--- config.mk ---
export PLATFORM = sky130hd
export DESIGN_NAME = traffic_ctrl
export DESIGN_NICKNAME = d
export VERILOG_FILES = /design/src/rtl/traffic_ctrl.sv
export SDC_FILE = /design/constraint.sdc
export NUM_CORES = 1
export LEC_CHECK = 0
export ABC_AREA = 1
export BUFFER_PORTS_ARGS = -buffer_cell sky130_fd_sc_hd__buf_2
export CAP_MARGIN = 25
export CORE_AREA = 2 2 39 41
export DETAILED_ROUTE_END_ITERATION = 16
export DIE_AREA = 0 0 41 43
export HOLD_SLACK_MARGIN = 0.12
export PLACE_DENSITY = 0.75
export SYNTH_ARGS = -nofsm -noshare
export SYNTH_HDL_FRONTEND = slang
export SYNTH_SLANG_ARGS = --single-unit
export TNS_END_PERCENT = 30
--- constraint.sdc ---
create_clock -name clk -period 1.1 [get_ports clk]
set_clock_uncertainty 0.05 [all_clocks]
set_input_delay 0.22 -clock clk [delete_from_list [all_inputs] [get_ports clk]]
set_output_delay 0.22 -clock clk [all_outputs]
set_load 0.005 [all_outputs]
--- src/rtl/traffic_ctrl.sv ---
// Intersection light sequencer driving an external down-counting timer.
// Optional pedestrian walk phase is enabled by defining WALK_REQUEST_EN.
module traffic_ctrl #(
   parameter int N        = 4,
   parameter int TICK_DIV = 4,
   parameter int T_MAIN_G = 10,
   parameter int T_SIDE_G = 6,
   parameter int T_YELLOW = 3,
   parameter int T_RED    = 1,
   parameter int T_WALK   = 5
) (
   input  logic         clk,
   input  logic         rst,
   input  logic         sensor,
   input  logic         walk_btn,
   input  logic [N-1:0] timer_out,
   output logic         timer_load,
   output logic [N-1:0] timer_init,
   output logic         timer_en,
   output logic [2:0]   main_light,
   output logic [2:0]   side_light,
   output logic         walk_light
);

   typedef enum logic [2:0] {
      MAIN_G = 3'd0,
      MAIN_Y = 3'd1,
      RED_A  = 3'd2,
      SIDE_G = 3'd3,
      SIDE_Y = 3'd4,
      RED_B  = 3'd5,
      WALK   = 3'd6
   } state_t;

   localparam int PW = (TICK_DIV > 1) ? $clog2(TICK_DIV) : 1;

   localparam logic [2:0] LIGHT_RED    = 3'b100;
   localparam logic [2:0] LIGHT_YELLOW = 3'b010;
   localparam logic [2:0] LIGHT_GREEN  = 3'b001;

   state_t        state;
   state_t        state_next;
   logic          load_pending;
   logic [PW-1:0] presc;
   logic          tick;
   logic          expire;
   logic          walk_req;

   assign timer_load = load_pending;
   assign tick       = (presc == PW'(TICK_DIV - 1));
   assign timer_en   = tick & ~load_pending;
   // The timer still shows the previous state's zero during the load cycle.
   assign expire     = (timer_out == '0) & ~load_pending;

   always_ff @(posedge clk) begin
      if (!rst) begin
         state        <= MAIN_G;
         load_pending <= 1'b1;
         presc        <= '0;
      end else begin
         state        <= state_next;
         load_pending <= (state_next != state);
         if (load_pending || tick) begin
            presc <= '0;
         end else begin
            presc <= presc + PW'(1);
         end
      end
   end

`ifdef WALK_REQUEST_EN
   always_ff @(posedge clk) begin
      if (!rst) begin
         walk_req <= 1'b0;
      end else if ((state != WALK) && (state_next == WALK)) begin
         walk_req <= 1'b0;
      end else if (walk_btn && (state != WALK)) begin
         walk_req <= 1'b1;
      end
   end

   assign walk_light = (state == WALK);
`else
   logic unused_walk_btn;
   assign unused_walk_btn = walk_btn;
   assign walk_req        = 1'b0;
   assign walk_light      = 1'b0;
`endif

   always_comb begin
      state_next = state;
      case (state)
         MAIN_G: if (expire && (sensor || walk_req)) state_next = MAIN_Y;
         MAIN_Y: if (expire) state_next = RED_A;
         RED_A:  if (expire) state_next = SIDE_G;
         SIDE_G: if (expire) state_next = SIDE_Y;
         SIDE_Y: if (expire) state_next = RED_B;
         RED_B:  if (expire) state_next = walk_req ? WALK : MAIN_G;
         WALK:   if (expire) state_next = MAIN_G;
         default: state_next = MAIN_G;
      endcase
   end

   always_comb begin
      main_light = LIGHT_RED;
      side_light = LIGHT_RED;
      timer_init = N'(T_RED);
      case (state)
         MAIN_G: begin
            main_light = LIGHT_GREEN;
            timer_init = N'(T_MAIN_G);
         end
         MAIN_Y: begin
            main_light = LIGHT_YELLOW;
            timer_init = N'(T_YELLOW);
         end
         SIDE_G: begin
            side_light = LIGHT_GREEN;
            timer_init = N'(T_SIDE_G);
         end
         SIDE_Y: begin
            side_light = LIGHT_YELLOW;
            timer_init = N'(T_YELLOW);
         end
         WALK:   timer_init = N'(T_WALK);
         default: timer_init = N'(T_RED);
      endcase
   end

endmodule
==> impl_metrics.yaml, run 1 <==
layout:
  regArea_um2: 133
  nets: 111
  design_area_um2: 682
  diodes: 0
  fill_cells: 135
  drive_above_1_share_pct: 51.0
  multiInputGateArea_um2: 297
  utilization_pct: 49.3
  areaGrowthSynthToFinish_pct: 41.9
  stdcell_count: 116
route:
  wirelength_um: 989
  drtPass1Iterations: 4
  antenna_left: 0
  first_iter_violations: 13
  route.detailed.wl_per_inst_um: 8.53
  num_vias: 522
  drc: 0
  avgViaCountPerCell: 4.50
global_routing:
  grt_antenna_before_repair: 0
  grtUsageTotal_pct: 13.7
  grt-ovfl-total: 0
  grt_first_pass_wirelength_um: 1740
  grt_max_degree: 8
  grt_pass1_vias: 483
cts:
  htree_num_levels: 1
  cts-root-buf: "clkbuf_4"
  clock-sinks: 6
  cts_hold_buf: 0
  cts_tree: "built"
  numCtsBuffers: 3
  clock_latency_ns: 0.24
  clk_pin_slew_ns: 0.05
  cts_buffer_depth: 2
sta:
  fmax_ghz: 0.757
  holdWs_ns: 0.189
  tns_ns: -1.76
  hold_viol_final: 0
  drv_slew: 0
  post-route-min-period_ns: 1.32
  setup_slack_ns: -0.221
  setup_viol: 11
  grt_setup_unrepaired: "true"
  min_period_over_period_pct: 120
floorplanning:
  coreArea_mm2: 0.00138
  die_w_um: 41
  die_h_um: 43
  fp-row-count: 14
  ios: 21
  start_util_pct: 34.7
  die-area_mm2: 0.00176
placed_design:
  placedCellCount: 112
  dp_worst_setup_slack_ns: -0.0616
  dpl_cell_area_um2: 606
  gp_congestion: 0.737
  portBuffers: 18
  dp_hpwl_um: 767
synthesis:
  synth_area_um2: 480
  yosysUniqueCellTypes: 22
  ys_seq_area_share_pct: 25.0
  syn_inst: 75
  ys_seq_elements: 6
  yosysTopAreaCellShare_pct: 25.0
  netlist_top_cells_area: "dfxtp_1 (25%), nand2_1 (12%), nor2_1 (10%)"
  syn_avg_cell_area_um2: 6.41
  synth_nets: 84
  synth_warnings: 0
  synth_area_leader_cell: "dfxtp_1"
critical_path:
  startpoint: "state[0]"
  slowest_stage: "dfxtp_4"
  end_kind: "primary output"
  worstSetupStartpointType: "flip-flop"
  worst_path_most_repeated_cell: "nor2_4"
  path_class: "flip-flop to primary output"
  endpoint: "side_light[2]"
  critPathMaxFanout: 5
  crit_required_ns: 0.83
  r2r-start: "state[0]"
  reg2reg_slack_ns: 0.03
  worstPathArrival_ns: 1.05
  critical_path.max_stage_delay_ns: 0.36
  timing.rr.end: "state[2]"
  path_cells: "nor2_4, inv_2, nor2_4, nor2_1, buf_2"
  reg2reg_depth: 7
status:
  violations: "setup timing"
  status: "complete, but fails checks"
worst_hold_path:
  hold_depth: 3
  worstHoldPathType: "primary input to flip-flop"
flow_run:
  drv_cap: 0
pwr:
  vdd_drop_max_v: 0.000550
  design_power_total_mw: 0.497
  p_leak_nw: 0.377
  p_per_area_mw_per_mm2: 728
  power.net_switching_mw: 0.120
  switching_share_pct: 24.2
  power_frac_comb_pct: 14.4
  power.internal_mw: 0.377
  clkPwrFrac_pct: 40.0
  p_seq_share_pct: 45.7
[how the worst min path moves through the flow]
stage | startpoint | endpoint
2_1_floorplan | rst | state[2]
3_3_place_gp | presc[0] | presc[0]
3_5_place_dp | presc[0] | presc[0]
4_1_cts | rst | state[2]
5_1_grt | rst | state[2]
6_report | rst | state[2]
[synth_stat cells]
master	n
nand2_1	15
nor2_1	13
inv_1	11
dfxtp_1	6
nor2_2	5
nand3_1	4
inv_2	3
buf_4	2
buf_6	2
o21ai_1	2
a21oi_1	1
conb_1	1
ha_1	1
nand2_2	1
nand3_2	1
nand3_4	1
nand4_1	1
nor2_4	1
nor3_1	1
nor3b_2	1
o21ai_0	1
xor2_1	1
[critical path: cells and delay by family (launching register included)]
kind	cells	cell delay, ns
DFF	1	0.36
buffers and inverters	2	0.18
and+or+nand+nor	3	0.27
[power by group through the flow]
| stage | clock [mW] | sequential (mW) | combinational, mW |
|---|---|---|---|
| after global placement | 0 | 0.235 | 0.0655 |
| after global routing | 0.223 | 0.227 | 0.0818 |
| after floorplan | 0 | 0.236 | 0.0399 |
| after detailed placement | 0 | 0.235 | 0.0667 |
| after CTS | 0.205 | 0.224 | 0.0687 |
| final | 0.199 | 0.227 | 0.0714 |
[state kept, by name, summed over array words and instances, names as in the netlist]
| register | count |
|---|---|
| state | 3 |
| presc | 2 |
| timer_load | 1 |
[cells by family (layout without fill, tap and decap cells)]
| group | count (synthesis) | after routing | share of synthesized area (%) |
|---|---|---|---|
| AND/OR/NAND/NOR | 44 | 44 | 46.9 |
| buffers and inverters | 18 | 43 | 18.7 |
| flip-flops | 6 | 6 | 25.0 |
| AO/OA/AOI/OAI | 4 | 4 | 4.16 |
| adder cells (fa/ha/maj) | 1 | 1 | 2.60 |
| other | 1 | 1 | 0.781 |
| XOR/XNOR | 1 | 1 | 1.82 |
[cells in the final DEF, fill, tap and decap left out]
cell type,synthesis,layout
conb_1,1,1
buf_6,2,2
nand4_1,1,1
nand3_2,1,1
buf_2,0,18
nor2_2,5,3
buf_4,2,6
nor3b_2,1,1
nor2_4,1,4
o21ai_2,0,1
xor2_1,1,1
nor2_1,13,12
dfxtp_4,0,3
ha_1,1,1
nand2_1,15,13
nand2_2,1,3
inv_2,3,4
nand3_4,1,1
clkbuf_4,0,3
a21oi_1,1,1
nand3_1,4,4
dfxtp_2,0,1
o21ai_1,2,2
nor3_1,1,1
inv_1,11,10
dfxtp_1,6,2
[final cells by class]
cell class	count	share of cell area [%]
Clock buffer	3	3.30
Inverter	14	7.71
Multi-Input combinational cell	51	43.5
Sequential cell	6	19.4
Tap cell	16	2.94
Timing Repair Buffer	26	23.1
[what timing repair did]
item,in CTS,in global routing
buffers inserted,0,1
endpoints found under the setup margin,14,16
resized for setup,14,4
pin swaps,2,1
gates cloned,0,0
[per-layer routing]
layer / global-route usage, % / up-vias / routed length [um]
met5: 0 / - / 0
met2: 22.5 / 14 / 504
met3: 3.14 / 0 / 36
met4: 4.00 / 0 / 0
li1: - / 274 / -
met1: 16.8 / 234 / 449
Power figures use the tool's default switching activity.
==> run 2, diff against run 1 <==
--- a/config.mk
+++ b/config.mk
@@ -13,6 +13,7 @@
 export DIE_AREA = 0 0 41 43
 export HOLD_SLACK_MARGIN = 0.12
 export PLACE_DENSITY = 0.75
+export REMOVE_ABC_BUFFERS = 1
 export SYNTH_ARGS = -nofsm -noshare
 export SYNTH_HDL_FRONTEND = slang
 export SYNTH_SLANG_ARGS = --single-unit
==> impl_metrics.yaml, run 2 (synthesized netlist as in run 1, its figures left out) <==
cts:
  cts_hold_buf: 0
  clk_pin_slew_ns: 0.05
  cts_tree: "built"
  htree_num_levels: 1
  clock_latency_ns: 0.25
  cts-root-buf: "clkbuf_4"
  numCtsBuffers: 3
  cts_buffer_depth: 2
  clock-sinks: 6
sta:
  drv_slew: 0
  holdWs_ns: 0.179
  post-route-min-period_ns: 1.31
  grt_setup_unrepaired: "true"
  setup_viol: 13
  setup_slack_ns: -0.212
  fmax_ghz: 0.762
  min_period_over_period_pct: 119
  hold_viol_final: 0
critical_path:
  slowest_stage: "dfxtp_4"
  critPathMaxFanout: 6
  critical_path.max_stage_delay_ns: 0.37
  crit_required_ns: 0.83
  worstPathArrival_ns: 1.04
  end_kind: "primary output"
  worst_path_most_repeated_cell: "nor2_4"
  path_cells: "nor2_4, inv_2, nor2_4, nor2_1, buf_2"
  crit_family: "flip-flops"
  path_class: "flip-flop to primary output"
  worstSetupStartpointType: "flip-flop"
  crit_buf_inv: 2
global_routing:
  grt_antenna_before_repair: 0
  grtUsageTotal_pct: 14.4
  use_met3_pct: 6.28
  grt_pass1_vias: 477
  use_met2_pct: 23.8
  grt-ovfl-total: 0
  grt_first_pass_wirelength_um: 1720
  met1_usage_pct: 15.9
  grt_busiest_layer: "met2"
  grt_max_degree: 8
route:
  first_iter_violations: 17
  drtPass1Iterations: 2
  avgViaCountPerCell: 4.48
  drc: 0
  num_vias: 524
  wirelength_um: 1070
  route.detailed.wl_per_inst_um: 9.14
  antenna_left: 0
floorplanning:
  start_util_pct: 34.7
  coreArea_mm2: 0.00138
  ios: 21
  die_h_um: 43
  die_w_um: 41
  die-area_mm2: 0.00176
  fp-row-count: 14
worst_hold_path:
  worstHoldPathType: "primary input to flip-flop"
layout:
  stdcell_count: 117
  diodes: 0
  top_register: "state"
  largest_reg_flops: 3
  drive_above_1_share_pct: 52.5
  mostFrequentLayoutCells: "buf_2 (17), nand2_1 (13), nor2_1 (12)"
  areaGrowthSynthToFinish_pct: 45.8
  utilization_pct: 50.6
  nets: 112
  final_common_cell: "buf_2"
  fill_cells: 132
flow_run:
  drv_cap: 0
pwr:
  p_per_area_mw_per_mm2: 725
  p_leak_nw: 0.384
  vdd_drop_max_v: 0.000506
status:
  violations: "setup timing"
  status: "complete, but fails checks"
placed_design:
  dp_hpwl_um: 776
  gp_congestion: 0.751
  placedCellCount: 112
  portBuffers: 18
  dp_worst_setup_slack_ns: -0.0839
## run 2: cell types whose count changed in the layout (fill, tap and decap cells not counted)
cell and change:
buf_2 -1, buf_4 +1, buf_6 +1, nand3_1 -1, nand3_2 +1
## run 2: stage by stage
stage               area (um^2)  total power [mW]  setup TNS, ns
finish                      701             0.508          -1.75
CTS                         669             0.502          -1.86
global route                701             0.536          -2.63
floorplan                   443             0.272        -0.0653
global placement            606             0.299         -0.226
detailed placement          606             0.301         -0.349
## run 2: worst paths after layout
check	cells past startpoint	end	slack, ns	start
min	3	state[0]	0.18	rst
min reg2reg	1	presc[0]	0.39	presc[0]
max reg2reg	7	timer_load	-0.04	state[2]
max	5	side_light[2]	-0.21	state[1]
## run 2: worst register-to-register path, stage by stage, from the launching register on
cell and delay (ns):
dfxtp_4 0.35, buf_4 0.14, buf_4 0.13, xor2_1 0.14
nand3_1 0.08, nand2_1 0.06, nand2_1 0.06, nand2_1 0.05
## run 2: what timing repair did
item                                    in CTS  in global routing
endpoints found under the setup margin      14                 16
setup buffers                                1                  1
resized for setup                           14                  6
pin swaps                                    2                  4
## run 2: layout make-up
cell class              count  area, um^2  share of cell area, %
clock buffers               3        22.5                   3.21
inverters                  14        52.6                   7.50
multi-input cells          51         302                   43.0
flip-flops and latches      6         133                   18.9
well taps                  16        20.0                   2.86
repair buffers             27         171                   24.5
## run 2: routing by layer
metal	up-vias	part of all wire, %
met5	-	0
met4	0	0.94
met3	4	3.6
met2	9	55
met1	235	41
li1	276	-
## run 2: power breakdown
| part | leakage (nW) | switching (mW) | total (mW) | internal, mW |
|---|---|---|---|---|
| clock network | 0.0138 | 0.0799 | 0.203 | 0.123 |
| registers | 0.0514 | 0.00756 | 0.227 | 0.220 |
| logic | 0.319 | 0.0391 | 0.0771 | 0.0380 |
